<file path="src/rtl/sv32_pkg.sv">
// Shared Sv32 walker types: PTE layout, the TLB update beat and the walker state encoding.
package sv32_pkg;

  localparam int PPN_W      = 22;
  localparam int VPN_W      = 20;
  localparam int VPN_LVL_W  = 10;
  localparam int ASID_UPD_W = 9;
  localparam int PTE_W      = 32;

  typedef struct packed {
    logic [11:0] ppn1;
    logic [9:0]  ppn0;
    logic [1:0]  rsw;
    logic        d;
    logic        a;
    logic        g;
    logic        u;
    logic        x;
    logic        w;
    logic        r;
    logic        v;
  } pte_t;

  // Bit layout matches the TLB's update_i port.
  typedef struct packed {
    logic                  valid;
    logic                  is_4m;
    logic [VPN_W-1:0]      vpn;
    logic [ASID_UPD_W-1:0] asid;
    logic [PTE_W-1:0]      pte;
  } tlb_update_t;

  typedef enum logic [2:0] {
    S_IDLE,
    S_L1_REQ,
    S_L1_WAIT,
    S_L0_REQ,
    S_L0_WAIT,
    S_UPDATE,
    S_FAULT,
    S_DRAIN
  } state_e;

endpackage

</file>
<file path="src/rtl/sv32_ptw_lite_if.sv">
// Miss, memory and result signals of the Sv32 walker; master is the walker side.
interface sv32_ptw_lite_if
  import sv32_pkg::*;
#(
  parameter int ASID_WIDTH  = 1,
  parameter int PADDR_WIDTH = 34
);
  logic                   flush_i;
  logic [PPN_W-1:0]       satp_ppn_i;
  logic                   miss_valid_i;
  logic                   miss_ready_o;
  logic [31:0]            miss_vaddr_i;
  logic [ASID_WIDTH-1:0]  miss_asid_i;
  logic                   mem_req_valid_o;
  logic                   mem_req_ready_i;
  logic [PADDR_WIDTH-1:0] mem_req_addr_o;
  logic                   mem_rsp_valid_i;
  logic [PTE_W-1:0]       mem_rsp_data_i;
  logic [62:0]            update_o;
  logic                   fault_valid_o;
  logic [31:0]            fault_vaddr_o;
  logic                   busy_o;

  modport master (
    input  flush_i, satp_ppn_i, miss_valid_i, miss_vaddr_i, miss_asid_i,
           mem_req_ready_i, mem_rsp_valid_i, mem_rsp_data_i,
    output miss_ready_o, mem_req_valid_o, mem_req_addr_o, update_o,
           fault_valid_o, fault_vaddr_o, busy_o
  );

  modport slave (
    output flush_i, satp_ppn_i, miss_valid_i, miss_vaddr_i, miss_asid_i,
           mem_req_ready_i, mem_rsp_valid_i, mem_rsp_data_i,
    input  miss_ready_o, mem_req_valid_o, mem_req_addr_o, update_o,
           fault_valid_o, fault_vaddr_o, busy_o
  );

endinterface

</file>
<file path="src/rtl/sv32_pte_check.sv">
// Combinational PTE classification for one walk level (level_1 = root level).
module sv32_pte_check
  import sv32_pkg::*;
(
  input  pte_t pte,
  input  logic level_1,
  output logic fault,
  output logic leaf,
  output logic is_4m
);

  logic invalid;
  logic unused_pte;

  assign unused_pte = ^{pte.ppn1, pte.rsw, pte.d, pte.a, pte.g, pte.u};

  // Write-only encodings are reserved and treated like an invalid entry.
  assign invalid = !pte.v || (!pte.r && pte.w);
  assign leaf    = !invalid && (pte.r || pte.x);
  assign is_4m   = leaf && level_1;
  assign fault   = invalid
                 || (leaf && level_1 && (pte.ppn0 != '0))
                 || (!leaf && !level_1);

endmodule

</file>
<file path="src/rtl/sv32_ptw_lite.sv">
// Two-level Sv32 page-table walker feeding a single update beat (or fault pulse) per TLB miss.
module sv32_ptw_lite
  import sv32_pkg::*;
#(
  parameter int ASID_WIDTH  = 1,
  parameter int PADDR_WIDTH = 34
) (
  input logic             clk_i,
  input logic             rst_i,
  sv32_ptw_lite_if.master bus
);

  state_e                state, state_nxt;
  logic [31:0]           vaddr_q;
  logic [ASID_WIDTH-1:0] asid_q;
  logic [PTE_W-1:0]      pte_q;
  logic                  is_4m_q;

  logic                  accept;
  logic                  req_hs;
  logic                  in_wait;
  logic                  chk_fault, chk_leaf, chk_is_4m;
  pte_t                  rsp_pte;
  logic [PPN_W-1:0]      walk_base;
  logic [VPN_LVL_W-1:0]  walk_idx;
  tlb_update_t           upd;

  assign accept  = bus.miss_valid_i && bus.miss_ready_o;
  assign req_hs  = bus.mem_req_valid_o && bus.mem_req_ready_i;
  assign in_wait = (state == S_L1_WAIT) || (state == S_L0_WAIT);
  assign rsp_pte = pte_t'(bus.mem_rsp_data_i);

  sv32_pte_check u_pte_check (
    .pte     (rsp_pte),
    .level_1 (state == S_L1_WAIT),
    .fault   (chk_fault),
    .leaf    (chk_leaf),
    .is_4m   (chk_is_4m)
  );

  always_ff @(posedge clk_i) begin
    if (rst_i) begin
      state <= S_IDLE;
    end else begin
      state <= state_nxt;
    end
  end

  // Walk context is qualified by state, so it needs no reset.
  always_ff @(posedge clk_i) begin
    if (accept) begin
      vaddr_q <= bus.miss_vaddr_i;
      asid_q  <= bus.miss_asid_i;
    end
    if (in_wait && bus.mem_rsp_valid_i) begin
      pte_q   <= bus.mem_rsp_data_i;
      is_4m_q <= chk_is_4m;
    end
  end

  always_comb begin
    state_nxt = state;
    unique case (state)
      S_IDLE: begin
        if (accept) state_nxt = S_L1_REQ;
      end
      S_L1_REQ, S_L0_REQ: begin
        // An accepted request still owes a response, so a flush must drain it.
        if (req_hs) begin
          if (bus.flush_i)              state_nxt = S_DRAIN;
          else if (state == S_L1_REQ)   state_nxt = S_L1_WAIT;
          else                          state_nxt = S_L0_WAIT;
        end else if (bus.flush_i) begin
          state_nxt = S_IDLE;
        end
      end
      S_L1_WAIT, S_L0_WAIT: begin
        if (bus.flush_i) begin
          state_nxt = bus.mem_rsp_valid_i ? S_IDLE : S_DRAIN;
        end else if (bus.mem_rsp_valid_i) begin
          if (chk_fault)      state_nxt = S_FAULT;
          else if (chk_leaf)  state_nxt = S_UPDATE;
          else                state_nxt = S_L0_REQ;
        end
      end
      S_UPDATE, S_FAULT: state_nxt = S_IDLE;
      S_DRAIN: begin
        if (bus.mem_rsp_valid_i) state_nxt = S_IDLE;
      end
      default: state_nxt = S_IDLE;
    endcase
  end

  assign walk_base = (state == S_L0_REQ) ? pte_q[31:10]   : bus.satp_ppn_i;
  assign walk_idx  = (state == S_L0_REQ) ? vaddr_q[21:12] : vaddr_q[31:22];

  assign upd = '{valid: 1'b1,
                 is_4m: is_4m_q,
                 vpn:   vaddr_q[31:12],
                 asid:  ASID_UPD_W'(asid_q),
                 pte:   pte_q};

  assign bus.miss_ready_o    = (state == S_IDLE) && !bus.flush_i;
  assign bus.mem_req_valid_o = (state == S_L1_REQ) || (state == S_L0_REQ);
  assign bus.mem_req_addr_o  = bus.mem_req_valid_o
                             ? (PADDR_WIDTH'({walk_base, 12'h000}) + PADDR_WIDTH'({walk_idx, 2'b00}))
                             : '0;
  assign bus.update_o        = ((state == S_UPDATE) && !bus.flush_i) ? upd : '0;
  assign bus.fault_valid_o   = (state == S_FAULT) && !bus.flush_i;
  assign bus.fault_vaddr_o   = bus.fault_valid_o ? vaddr_q : '0;
  assign bus.busy_o          = (state != S_IDLE);

endmodule

</file>
<file path="src/flat_wrapper.sv">
// flat-port wrapper written by rule: the top's interface ports become plain ports
module sv32_ptw_lite_flat import sv32_pkg::*;
#(
  parameter int ASID_WIDTH  = 1,
  parameter int PADDR_WIDTH = 34
)
  (clk_i, rst_i, bus_flush_i, bus_satp_ppn_i, bus_miss_valid_i, bus_miss_vaddr_i, bus_miss_asid_i, bus_mem_req_ready_i, bus_mem_rsp_valid_i, bus_mem_rsp_data_i, bus_miss_ready_o, bus_mem_req_valid_o, bus_mem_req_addr_o, bus_update_o, bus_fault_valid_o, bus_fault_vaddr_o, bus_busy_o);
  sv32_ptw_lite_if #(.ASID_WIDTH(ASID_WIDTH), .PADDR_WIDTH(PADDR_WIDTH)) bus_i ();
  input logic clk_i;
  input logic rst_i;
  input wire logic [$bits(bus_i.flush_i)-1:0] bus_flush_i;
  input wire logic [$bits(bus_i.satp_ppn_i)-1:0] bus_satp_ppn_i;
  input wire logic [$bits(bus_i.miss_valid_i)-1:0] bus_miss_valid_i;
  input wire logic [$bits(bus_i.miss_vaddr_i)-1:0] bus_miss_vaddr_i;
  input wire logic [$bits(bus_i.miss_asid_i)-1:0] bus_miss_asid_i;
  input wire logic [$bits(bus_i.mem_req_ready_i)-1:0] bus_mem_req_ready_i;
  input wire logic [$bits(bus_i.mem_rsp_valid_i)-1:0] bus_mem_rsp_valid_i;
  input wire logic [$bits(bus_i.mem_rsp_data_i)-1:0] bus_mem_rsp_data_i;
  output wire logic [$bits(bus_i.miss_ready_o)-1:0] bus_miss_ready_o;
  output wire logic [$bits(bus_i.mem_req_valid_o)-1:0] bus_mem_req_valid_o;
  output wire logic [$bits(bus_i.mem_req_addr_o)-1:0] bus_mem_req_addr_o;
  output wire logic [$bits(bus_i.update_o)-1:0] bus_update_o;
  output wire logic [$bits(bus_i.fault_valid_o)-1:0] bus_fault_valid_o;
  output wire logic [$bits(bus_i.fault_vaddr_o)-1:0] bus_fault_vaddr_o;
  output wire logic [$bits(bus_i.busy_o)-1:0] bus_busy_o;
  assign bus_i.flush_i = bus_flush_i;
  assign bus_i.satp_ppn_i = bus_satp_ppn_i;
  assign bus_i.miss_valid_i = bus_miss_valid_i;
  assign bus_i.miss_vaddr_i = bus_miss_vaddr_i;
  assign bus_i.miss_asid_i = bus_miss_asid_i;
  assign bus_i.mem_req_ready_i = bus_mem_req_ready_i;
  assign bus_i.mem_rsp_valid_i = bus_mem_rsp_valid_i;
  assign bus_i.mem_rsp_data_i = bus_mem_rsp_data_i;
  assign bus_miss_ready_o = bus_i.miss_ready_o;
  assign bus_mem_req_valid_o = bus_i.mem_req_valid_o;
  assign bus_mem_req_addr_o = bus_i.mem_req_addr_o;
  assign bus_update_o = bus_i.update_o;
  assign bus_fault_valid_o = bus_i.fault_valid_o;
  assign bus_fault_vaddr_o = bus_i.fault_vaddr_o;
  assign bus_busy_o = bus_i.busy_o;
  sv32_ptw_lite #(.ASID_WIDTH(ASID_WIDTH), .PADDR_WIDTH(PADDR_WIDTH)) u_core (.clk_i(clk_i), .rst_i(rst_i), .bus(bus_i));
endmodule
</file>
<file path="config.mk">
export PLATFORM = sky130hd
export DESIGN_NAME = sv32_ptw_lite_flat
export DESIGN_NICKNAME = d
export VERILOG_FILES = /design/src/rtl/sv32_pkg.sv /design/src/rtl/sv32_ptw_lite_if.sv /design/src/rtl/sv32_pte_check.sv /design/src/rtl/sv32_ptw_lite.sv /design/src/flat_wrapper.sv
export SDC_FILE = /design/constraint.sdc
export NUM_CORES = 1
export LEC_CHECK = 0
export ABC_AREA = 1
export BUFFER_PORTS_ARGS = -buffer_cell sky130_fd_sc_hd__buf_2
export CAP_MARGIN = 40
export CELL_PAD_IN_SITES_DETAIL_PLACEMENT = 1
export CELL_PAD_IN_SITES_GLOBAL_PLACEMENT = 2
export CORE_ASPECT_RATIO = 1.1
export CORE_MARGIN = 2
export CORE_UTILIZATION = 22
export DETAILED_ROUTE_END_ITERATION = 8
export HOLD_SLACK_MARGIN = 0.15
export PLACE_DENSITY_LB_ADDON = 0.1
export SYNTH_ARGS = -nofsm -noshare
export SYNTH_HDL_FRONTEND = slang
export SYNTH_SLANG_ARGS = --single-unit
</file>
<file path="constraint.sdc">
create_clock -name clk_i -period 3.4 [get_ports clk_i]
set_clock_uncertainty 0.1 [all_clocks]
set_input_delay 0.17 -clock clk_i [delete_from_list [all_inputs] [get_ports clk_i]]
set_output_delay 0.17 -clock clk_i [all_outputs]
set_load 0.02 [all_outputs]
</file>
After elaboration in Yosys (flattened, before gate mapping) --
Cells that the tools add are included.
Storage, ports and cells: register bits after elaboration 69, input port bits 93
Cells by class: add/subtract/negate cells 1, equal/unequal tests 11, multiplexer cells 17, reductions and logical operators 30
Operators with widths (count):
- 63-bit 2-to-1 mux | 1
- 34-bit by 12-bit adder with 34-bit output | 1
- 34-bit 2-to-1 mux | 1
- 3-bit 2-to-1 mux | 11
- 32-bit 2-to-1 mux | 1
- 22-bit 2-to-1 mux | 1
- 3-bit case mux with 5 select lines | 1
- 3-bit equality test, second input constant | 4
- 1-bit logical AND | 11
- 10-bit 2-to-1 mux | 1
- 10-bit nonzero test | 1
- 3-bit by 2-bit equality test with 1-bit output, second input constant | 2
- 1-bit zero test | 6
- 1-bit logical OR | 6
- 2-bit OR reduction | 3
- 4-bit AND reduction | 1
- 3-bit by 1-bit equality test with 1-bit output, second input constant | 1
- 3-bit zero test | 1
- 3-bit by 2-bit != test with 1-bit output, second input constant | 1
- 3-bit != test, second input constant | 1
- 3-bit nonzero test | 1
- 2-bit by 1-bit != test with 1-bit output, second input constant | 1
- 2-bit != test, second input constant | 1

Logic depth before layout (Yosys ltp) --
Gate-level depths: netlist of run 1.
word-level depth 13, mapped depth 10, depth with buffers taken out 10

Cells and area by module --
Synthesis of run 1 repeated with hierarchy kept, for this count alone.
Unflattened totals: cell total of the unflattened synthesis 404, area total of the unflattened synthesis 3482.1 µm²
By module, submodules not included:
- sv32_ptw_lite | instances 1, cells an instance 383, area an instance 3385.7 µm², sequential area each 2042.0 µm²
- sv32_pte_check | instances 1, cells an instance 21, area an instance 96.3 µm², sequential area each 0.0 µm²

Worst setup path after synthesis of run 1 --
OpenSTA, ideal clock, no wires.
kind register to register, from register u_core.state[1], to register u_core.is_4m_q, enable pin, arrival 2.160 ns, path slack 0.717 ns, stages on the path, launching flop included 7, buffers on the path 1, clock period less this slack 2.683 ns, cell sequence dfxtp_1 -> buf_4 -> inv_1 -> nand2_1 -> o21ai_2 -> inv_1 -> nor2_1
Between the ends: longest elaborated chain between the ends 3, elaborated cells on any way between the ends 4, those cells by class eq/ne (2); reduce/logical (2)
Ends and longest elaborated chain:
- start, declared | line sv32_ptw_lite.sv:13 | state_e state, state_nxt;
- start signal, assigned | line sv32_ptw_lite.sv:45 | state <= state_nxt;
- 3-bit by 2-bit equality test with 1-bit output / 3-bit equality test (equally long branches) | line sv32_ptw_lite.sv:30 | assign in_wait = (state == S_L1_WAIT) || (state == S_L0_WAIT);
- 1-bit logical OR * | line sv32_ptw_lite.sv:30
- 1-bit logical AND * | line sv32_ptw_lite.sv:55 | if (in_wait && bus.mem_rsp_valid_i) begin
- end signal, assigned | line sv32_ptw_lite.sv:57 | is_4m_q <= chk_is_4m;
- end, declared | line sv32_ptw_lite.sv:17 | logic is_4m_q;
Every way passes the cells marked *; elsewhere a longest branch is shown, timed or not. A chain may end at the register's enable or synchronous reset.

Worst setup path in the final report of run 1 --
from register u_core.state[0], to output bus_mem_req_addr_o[17]
Between the ends: longest elaborated chain between the ends 4, elaborated cells on any way between the ends 7, those cells by class add/sub (1); eq/ne (2); mux (3); reduce/logical (1)
Ends and longest elaborated chain:
- 3-bit by 2-bit equality test with 1-bit output | line sv32_ptw_lite.sv:94, sv32_ptw_lite.sv:95, sv32_ptw_lite.sv:104
- 22-bit 2-to-1 mux / 10-bit 2-to-1 mux (equally long branches) | line sv32_ptw_lite.sv:94, sv32_ptw_lite.sv:95
- 34-bit by 12-bit adder with 34-bit output | line sv32_ptw_lite.sv:106 | ? (PADDR_WIDTH'({walk_base, 12'h000}) + PADDR_WIDTH'({walk_idx, 2'b00}))
- 34-bit 2-to-1 mux * | line sv32_ptw_lite.sv:106
- end, declared | line flat_wrapper.sv:21 | output wire logic [$bits(bus_i.mem_req_addr_o)-1:0] bus_mem_req_addr_o;
Marks and branches as above.

==> run metrics, run 1 <==
n_diodes=0; fmax=422 MHz; Primary FF master, synth=edfxtp_1; Leak=2.98 nW; DRC viols=0; CTS sink cnt=69; crit path capture type=output pin; die height=136 µm; num rows=48; Tightest Pin Transition=0.600 ns; PnR worst setup slack=1.03 ns; max-slew violation count=0; WP data required=3.13 ns; status=finished clean; final period utilization=69.6%; number of global-route vias before repair=3687; hold bufs inserted after CTS=66; depth of the most critical reg-to-reg path=8; drt wl/cell=13.9 µm; clk_lat worst skew=0.33 ns; Post-synth EDFFs=66; via count=3566; Routed WL=12100 µm; Starting Density=22.3%; synthesized instance count=393; Crit Path Category=reg2out; ys async rst share=0%; synth unique cells=25; Avg Cell Area, Syn=8.81 µm²; Resize count post-CTS=0; All-Layer GR Usage=14.5%; Final setup viols=0; clock slew at reported path FFs=0.06 ns; TNS Setup=0 ns; Synth area leader=edfxtp_1; CTS tree=yes; DR iter-0 viols=87; fraction of layout cells with a size suffix above 1=36.3%; Pre-antenna DRT Iters=4; most common cell in the netlist=nor2_1; vias per inst=4.09; area of the mapped netlist=3460 µm²; worst hold path type=in2reg; root buf cell=clkbuf_16; H-tree depth=3; share of the synthesized area in the top cell type=57.2%; Inserted Clock Buffers=9; core area=15600 µm²; ranking of synthesized cells by area=edfxtp_1 57%, nor2_1 11%, inv_1 8.8%, a21oi_1 5.1%, o21ai_0 4.6%; Rel. slew slack=60.0%; hold path cells=5; CTS Buffer Depth=2; sequential area share after synthesis=59.0%; Final nets=763; largest net degree at the start of global routing=62; dpl hpwl=9180 µm; I/O Buffers=215; MaxCap Viol Count=0; first-pass GRT wire length=18600 µm; Syn-to-layout area delta=64.0%; arrival time worst endpoint=2.10 ns; post-place setup slack=1.33 ns; routability cong.=0.724; total gr overflow=0; min Tclk post-route=2.37 ns; maximum vdd drop=0.000186 V; pwr/cell area=505 nW/µm²; Antenna Nets Post-Route=0; crit start category=register; Commonest cells post-synth=99 x nor2_1, 81 x inv_1, 66 x edfxtp_1, 35 x a21oi_1, 32 x o21ai_0; # IOs=226; Ys Warns=0; CP Max Fanout=21; Fin. Hold Viols=0; die area=16800 µm²; RSZ-0062 raised after global routing=no; DIE WIDTH=124 µm; initial antenna violation count=0; post-synthesis register bit count=69; setup bufs post-CTS=0
-- layout make-up --
class	instances	area, µm²
Fill cell	1921	9880
Sequential cell	69	2040
Timing Repair Buffer	287	1810
Multi-Input combinational cell	219	985
Inverter	84	315
Tap cell	200	250
Clock buffer	10	229
Clock inverter	3	40.0
-- per-layer routing --
metal  global-route usage, %  up-vias  wire length (µm)  share of wire, %
met4                    6.06        0               193               1.6
met5                       0        -                 0                 0
met1                    16.5     1649              4730                39
met3                    4.00       11              1010               8.3
li1                        -     1770                 -                 -
met2                    25.3      136              6170                51
-- power breakdown --
| part | total (mW) | internal [mW] | switching [mW] |
|---|---|---|---|
| logic | 0.894 | 0.291 | 0.603 |
| registers | 1.08 | 1.05 | 0.0347 |
| clock network | 0.890 | 0.553 | 0.337 |
-- metrics by stage --
stage	utilization (%)	std cells	power [mW]	instance area, µm²	hold slack (ns)
CTS	36.5	872	2.92	5680	0.189
finish	36.5	872	2.86	5680	0.202
global placement	30.2	791	1.93	4700	0.247
floorplan	-	402	1.63	3500	0.139
global route	36.5	872	3.04	5680	0.221
detailed placement	30.5	793	1.95	4750	0.248
-- cells by family (layout without fill, tap and decap cells) --
kind of cell    Yosys count  count (layout)  synth area share (%)
other cells               1              10                 0.108
flops                    69              69                  59.0
simple gates            136             136                  16.2
buf+inv                 114             384                  13.8
compound gates           73              73                  10.9
-- flip-flops by register name, summed over array words and instances (netlist names) --
register        flops
u_core.pte_q       32
u_core.vaddr_q     32
u_core.state        3
u_core.asid_q       1
u_core.is_4m_q      1
-- placed cells by master (no fill, tap or decap) --
cell and n:
a21boi_0 1, a21oi_1 35, and2_0 1, buf_12 1
buf_16 1, buf_2 215, buf_4 4, bufinv_16 1
clkbuf_1 1, clkbuf_16 9, clkinv_2 2, conb_1 10
dfxtp_1 2, dfxtp_2 1, dlygate4sd3_1 66, edfxtp_1 66
inv_1 81, inv_2 3, nand2_1 24, nand3_1 3
nand3_2 1, nand4_1 4, nor2_1 97, nor2_2 1
nor2_4 1, nor3_1 1, nor3_2 1, nor4_4 1
o211ai_1 1, o21a_1 1, o21ai_0 32, o21ai_1 2
o21ai_2 1, or2_2 1
-- critical path, cell delays in order (launching register included) --
cell and delay, ns:
dfxtp_1 0.35, inv_2 0.09, nor2_2 0.47, buf_4 0.35, o21ai_0 0.14, a21oi_1 0.17
buf_2 0.19
-- final timing paths --
check / from / endpoint / slack (ns)
max: u_core.state[0] / bus_mem_req_addr_o[17] / 1.03
max reg2reg: u_core.state[0] / u_core.state[2] / 1.39
min reg2reg: u_core.state[2] / u_core.state[2] / 0.43
min: bus_mem_req_ready_i / u_core.state[0] / 0.20
(Power assumes the default switching activity.)
==> inputs of run 2 (changes only) <==
Settings changed: ABC_AREA 1 to 0, CORE_UTILIZATION 22 to 25.
Clock period 3.4 ns to 2.3 ns, I/O delays scaled along.
==> run metrics, run 2 <==
CP top delay family=buffers and inverters (unchanged); Final setup viols=0 (unchanged); multi-input logic area=1420 µm² (was 985 µm²); Starting Density=25.3% (was 22.3%); share of the synthesized area in the top cell type=54.9% (was 57.2%); critical path's slowest cell=dlygate4sd3_1 (was nor2_2); Fin. Hold Viols=0 (unchanged); vias per inst=4.24 (was 4.09); arrival time worst endpoint=2.21 ns (was 2.10 ns); routability cong.=0.725 (was 0.724); DR iter-0 viols=67 (was 87); final period utilization=91.5%; biggest regs=u_core.pte_q: 32 flops, u_core.vaddr_q: 32 flops, u_core.state: 3 flops (unchanged); max-slew violation count=0 (unchanged); Register Area=2050 µm² (was 2040 µm²); met3 WL=1030 µm (was 1010 µm); pwr/cell area=775 nW/µm² (was 505 nW/µm²); Tightest Pin Transition=0.492 ns (was 0.600 ns); Crit Path Category=reg2reg (was reg2out); largest net degree at the start of global routing=48 (was 62); via count=3332 (was 3566); DIE WIDTH=119 µm (was 124 µm); first-pass GRT wire length=18700 µm (was 18600 µm); root buf cell=clkbuf_16 (unchanged); synthesized instance count=310 (was 393); Ys Warns=0 (unchanged); clock slew at reported path FFs=0.06 ns (about the same); # IOs=226 (unchanged); fraction of layout cells with a size suffix above 1=42.8% (was 36.3%); TNS Setup=0 ns (unchanged); area of the mapped netlist=3610 µm² (was 3460 µm²); min Tclk post-route=2.10 ns; All-Layer GR Usage=15.5% (was 14.5%); Post-synth EDFFs=66 (unchanged); synth unique cells=41 (was 25); metal2 WL=6400 µm (was 6170 µm); crit start category=register (unchanged); Post-Route M1 WL=4910 µm (was 4730 µm); Final nets=682 (was 763); worst hold path type=in2reg (unchanged); commonest non-fill, non-tap cell in the layout=buf_2 (unchanged); Leak=2.73 nW (was 2.98 nW); Pre-antenna DRT Iters=4 (unchanged); total gr overflow=0 (unchanged); post-synthesis register bit count=69 (unchanged); Avg Cell Area, Syn=11.6 µm² (was 8.81 µm²); WP data required=2.41 ns (was 3.13 ns); fmax=475 MHz; Commonest cells post-synth=87 x and2_1, 66 x edfxtp_1, 37 x nor2_1, 32 x mux2i_1, 15 x buf_4 (was 99 x nor2_1, 81 x inv_1, 66 x edfxtp_1, 35 x a21oi_1, 32 x o21ai_0); clk_lat worst skew=0.33 ns (about the same); n_diodes=0 (unchanged); core area=14300 µm² (was 15600 µm²); ys async rst share=0% (unchanged); Routed WL=12500 µm (was 12100 µm); DRC viols=0 (unchanged); Rel. slew slack=66.9% (was 60.0%); final instance area=5900 µm² (was 5680 µm²); maximum vdd drop=0.000260 V (was 0.000186 V); CTS tree=yes (unchanged); RSZ-0062 raised after global routing=no (unchanged); I/O Buffers=215 (unchanged); CTS sink cnt=69 (unchanged); number of global-route vias before repair=3578 (was 3687); Antenna Nets Post-Route=0 (unchanged); crit-path cells=buf_12 -> nor4b_1 -> a211oi_1 -> o2bb2ai_1 -> a21oi_1 -> dlygate4sd3_1 (was inv_2 -> nor2_2 -> buf_4 -> o21ai_0 -> a21oi_1 -> buf_2); crit path capture type=register (was output pin); Primary FF master, synth=edfxtp_1 (unchanged); Area after DPL=4900 µm² (was 4750 µm²); setup bufs post-CTS=0 (unchanged); Synth area leader=edfxtp_1 (unchanged); drt wl/cell=15.9 µm (was 13.9 µm); CP Buf/Inv Count=2 (was 3); H-tree depth=3 (unchanged); Syn-to-layout area delta=63.6% (was 64.0%); sequential area share after synthesis=56.6% (was 59.0%); most common cell in the netlist=and2_1 (was nor2_1); MaxCap Viol Count=0 (unchanged); dpl hpwl=8870 µm (was 9180 µm); worst stage delay on the critical path=0.55 ns (was 0.47 ns); FILL cells=1667 (was 1921); total power draw=4.57 mW (was 2.86 mW); die area=15400 µm² (was 16800 µm²); initial antenna violation count=0 (unchanged); die height=130 µm (was 136 µm); CP Max Fanout=18 (was 21); CTS Buffer Depth=2 (unchanged); uppermost layer routed=met4 (unchanged); num rows=46 (was 48); ranking of synthesized cells by area=edfxtp_1 55%, and2_1 15%, mux2i_1 8.9%, nor2_1 3.9%, buf_4 3.1% (was edfxtp_1 57%, nor2_1 11%, inv_1 8.8%, a21oi_1 5.1%, o21ai_0 4.6%); Inserted Clock Buffers=9 (unchanged); status=finished clean (unchanged); most frequent cells in the layout=215 x buf_2, 86 x and2_1, 67 x dlygate4sd3_1, 66 x edfxtp_1, 37 x nor2_1 (was 215 x buf_2, 97 x nor2_1, 81 x inv_1, 66 x dlygate4sd3_1, 66 x edfxtp_1)
run 2: cell count changes in the layout (fill, tap and decap cells not counted), sizes merged, moves of 4 or more:
cell,before,now
o21ai,35,4
nand4,4,0
inv,84,4
a21oi,35,4
nand2,24,1
nor2,99,37
and2,1,87
or3,0,4
mux2i,0,32
run 2: power breakdown:
| group | switching (mW) | internal (mW) |
|---|---|---|
| Clock | 0.513 | 0.837 |
| Combinational | 0.883 | 0.624 |
| Sequential | 0.128 | 1.59 |
run 2: tightest hold or removal path: stages:
cell      delay [ns]
buf_2           0.12
a21oi_1         0.14
or3_1           0.13
a211oi_2        0.04
run 2: stage by stage:
stage               utilization [%]  std cells  setup WS, ns  hold slack (ns)
global placement               34.3        702         0.476            0.192
CTS                            41.1        785        0.0143            0.152
finish                         41.3        786         0.195            0.145
floorplan                         -        319        0.0672           0.0841
detailed placement             34.3        702         0.448            0.193
global route                   41.3        786        0.0252            0.152
run 2: cells by family after synthesis:
| logic type | share of synthesized area (%) |
|---|---|
| simple gates | 23.8 |
| buf+inv | 5.86 |
| other cells | 0.104 |
| compound gates | 4.34 |
| flops | 56.6 |
| xor+xnor | 0.451 |
| mux | 8.88 |
run 2: per-layer routing:
| metal | up-vias | GRT usage, % |
|---|---|---|
| li1 | 1612 | - |
| met1 | 1556 | 17.1 |
| met2 | 152 | 28.0 |
| met3 | 12 | 5.20 |
| met4 | 0 | 5.53 |
| met5 | - | 0 |
run 2: final cells by class:
| cell class | count | share of cell area [%] |
|---|---|---|
| clock buffer | 10 | 3.88 |
| clock inverter | 6 | 1.08 |
| inverter | 4 | 0.254 |
| multi-input combinational | 213 | 24.0 |
| sequential | 69 | 34.7 |
| tap | 192 | 4.07 |
| timing repair buffer | 292 | 32.0 |
run 2: worst paths after layout:
| check | from | end | slack [ns] | cells past startpoint |
|---|---|---|---|---|
| max | u_core.state[1] | u_core.state[2] | 0.20 | 6 |
| min | bus_miss_valid_i | u_core.state[0] | 0.14 | 4 |
| max reg2reg | u_core.state[1] | u_core.state[2] | 0.20 | 6 |
| min reg2reg | u_core.state[0] | u_core.state[1] | 0.65 | 3 |
run 2: repair_timing:
action	CTS	global route
hold buffers	67	0
endpoints found under the setup margin	0	44
hold endpoints to repair	68	0
resized for setup	0	4
==> inputs of run 3 (changes only) <==
Settings changed: GPL_TIMING_DRIVEN set to 0.
==> run metrics, run 3 (same netlist as run 2, synthesis figures left out) <==
Starting Density=25.3% (unchanged); first-pass GRT wire length=19800 µm (was 18700 µm); All-Layer GR Usage=16.5% (was 15.5%); MaxCap Viol Count=0 (unchanged); routability cong.=0.754 (was 0.725); CTS sink cnt=69 (unchanged); most frequent cells in the layout=219 x buf_2, 86 x and2_1, 67 x dlygate4sd3_1, 66 x edfxtp_1, 37 x nor2_1 (was 215 x buf_2, 86 x and2_1, 67 x dlygate4sd3_1, 66 x edfxtp_1, 37 x nor2_1); number of global-route vias before repair=3705 (was 3578); final period utilization=92.1% (was 91.5%); Area after DPL=5010 µm² (was 4900 µm²); clk_lat worst skew=0.33 ns (about the same); num rows=46 (unchanged); min Tclk post-route=2.12 ns (was 2.10 ns); crit path capture type=output pin (was register); DP Cell Count=727 (was 702); dpl hpwl=9360 µm (was 8870 µm); arrival time worst endpoint=1.90 ns (was 2.21 ns); DRC viols=0 (unchanged); post-place setup slack=0.0728 ns (was 0.448 ns); total power draw=4.64 mW (was 4.57 mW); pwr/cell area=771 nW/µm² (was 775 nW/µm²); Crit Path Category=reg2out (was reg2reg); Tightest Pin Transition=0.559 ns (was 0.492 ns); via count=3445 (was 3332); Pre-antenna DRT Iters=4 (unchanged); largest net degree at the start of global routing=34 (was 48); die area=15400 µm² (unchanged); fmax=472 MHz (was 475 MHz); maximum vdd drop=0.000426 V (was 0.000260 V); RSZ-0062 raised after global routing=no (unchanged); Final setup viols=0 (unchanged); commonest non-fill, non-tap cell in the layout=buf_2 (unchanged); GRT met1 Usage=19.1% (was 17.1%); final instance area=6010 µm² (was 5900 µm²); GR peak layer=met2 (unchanged); Inserted Clock Buffers=9 (unchanged); DR iter-0 viols=130 (was 67); initial antenna violation count=0 (unchanged); Hold WS=0.158 ns (was 0.145 ns); clock slew at reported path FFs=0.05 ns (was 0.06 ns); worst hold path type=in2reg (unchanged); crit start category=register (unchanged); CTS Buffer Depth=2 (unchanged); vias per inst=4.25 (was 4.24); Final nets=706 (was 682); WP data required=2.09 ns (was 2.41 ns); die height=130 µm (unchanged); PnR worst setup slack=0.181 ns (was 0.195 ns); M3 GR Usage=5.46% (was 5.20%); depth of the most critical reg-to-reg path=6 (unchanged); root buf cell=clkbuf_16 (unchanged); Routed WL=12900 µm (was 12500 µm); CTS tree=yes (unchanged); total gr overflow=0 (unchanged); Rel. slew slack=62.4% (was 66.9%); final instance count without filler cells=810 (was 786); fraction of layout cells with a size suffix above 1=43.4% (was 42.8%); status=finished clean (unchanged); biggest regs=u_core.pte_q: 32 flops, u_core.vaddr_q: 32 flops, u_core.state: 3 flops (unchanged); Fin. Hold Viols=0 (unchanged); GR Util met2=28.5% (was 28.0%); core area=14300 µm² (unchanged); CP Max Fanout=10 (was 18); # IOs=226 (unchanged); I/O Buffers=214 (was 215); max-slew violation count=0 (unchanged); hold path cells=4 (unchanged); Leak=2.84 nW (was 2.73 nW); Antenna Nets Post-Route=0 (unchanged); Syn-to-layout area delta=66.7% (was 63.6%); drt wl/cell=15.9 µm (about the same); n_diodes=0 (unchanged); DIE WIDTH=119 µm (unchanged); H-tree depth=3 (unchanged)
## run 3: cell count changes in the layout (fill, tap and decap cells not counted), moves of 2 or more
cell / before / now
buf_12: 4 / 0
buf_2: 215 / 219
buf_4: 5 / 15
clkbuf_1: 1 / 5
clkbuf_2: 0 / 7
clkinv_1: 0 / 2
clkinvlp_4: 2 / 0
dfxtp_1: 0 / 3
dfxtp_2: 2 / 0
## run 3: report_power, final
| group | internal, mW | leakage (nW) | switching (mW) |
|---|---|---|---|
| clock | 0.938 | 0.151 | 0.507 |
| combinational | 0.625 | 2.06 | 0.923 |
| sequential | 1.58 | 0.630 | 0.0618 |
## run 3: metrics by stage
step / utilization (%) / TNS [ns]
after floorplan: - / 0
after global routing: 42.1 / 0
after CTS: 42.0 / 0
after detailed placement: 35.1 / 0
final: 42.1 / 0
after global placement: 34.8 / -9.07
## run 3: final timing paths
check                                 startpoint  slack (ns)               endpoint
worst min register to register   u_core.state[1]        0.65         u_core.is_4m_q
worst max-delay path             u_core.state[2]        0.18  bus_fault_vaddr_o[26]
worst min-delay path            bus_miss_valid_i        0.16        u_core.state[0]
worst max register to register   u_core.state[0]        0.25        u_core.state[2]
## run 3: layout make-up
| cell class | count | area (µm²) |
|---|---|---|
| Multi-Input combinational cell | 213 | 1420 |
| Clock inverter | 6 | 77.6 |
| Buffer | 33 | 206 |
| Tap cell | 192 | 240 |
| Sequential cell | 69 | 2040 |
| Clock buffer | 10 | 229 |
| Timing Repair Buffer | 283 | 1780 |
| Inverter | 4 | 15.0 |
| Fill cell | 1682 | 8260 |
## run 3: what timing repair did
| item | 4_1_cts | 5_1_grt |
|---|---|---|
| endpoints found under the setup margin | 11 | 94 |
| buffers inserted | 0 | 0 |
| resized for setup | 2 | 12 |
| hold buffers | 67 | 0 |
| hold endpoints to repair | 68 | 0 |
| pin swaps | 0 | 0 |
## run 3: critical path, cell delays in order (launching register included)
cell	delay, ns
dfxtp_1	0.38
buf_6	0.17
nand2_1	0.14
nor3_4	0.24
buf_2	0.29
and2_1	0.17
buf_2	0.17
## run 3: routing by layer
layer	part of all wire [%]	routed length [µm]
met5	0	0
met4	1.7	214
met3	7.9	1020
met2	49	6340
met1	41	5330
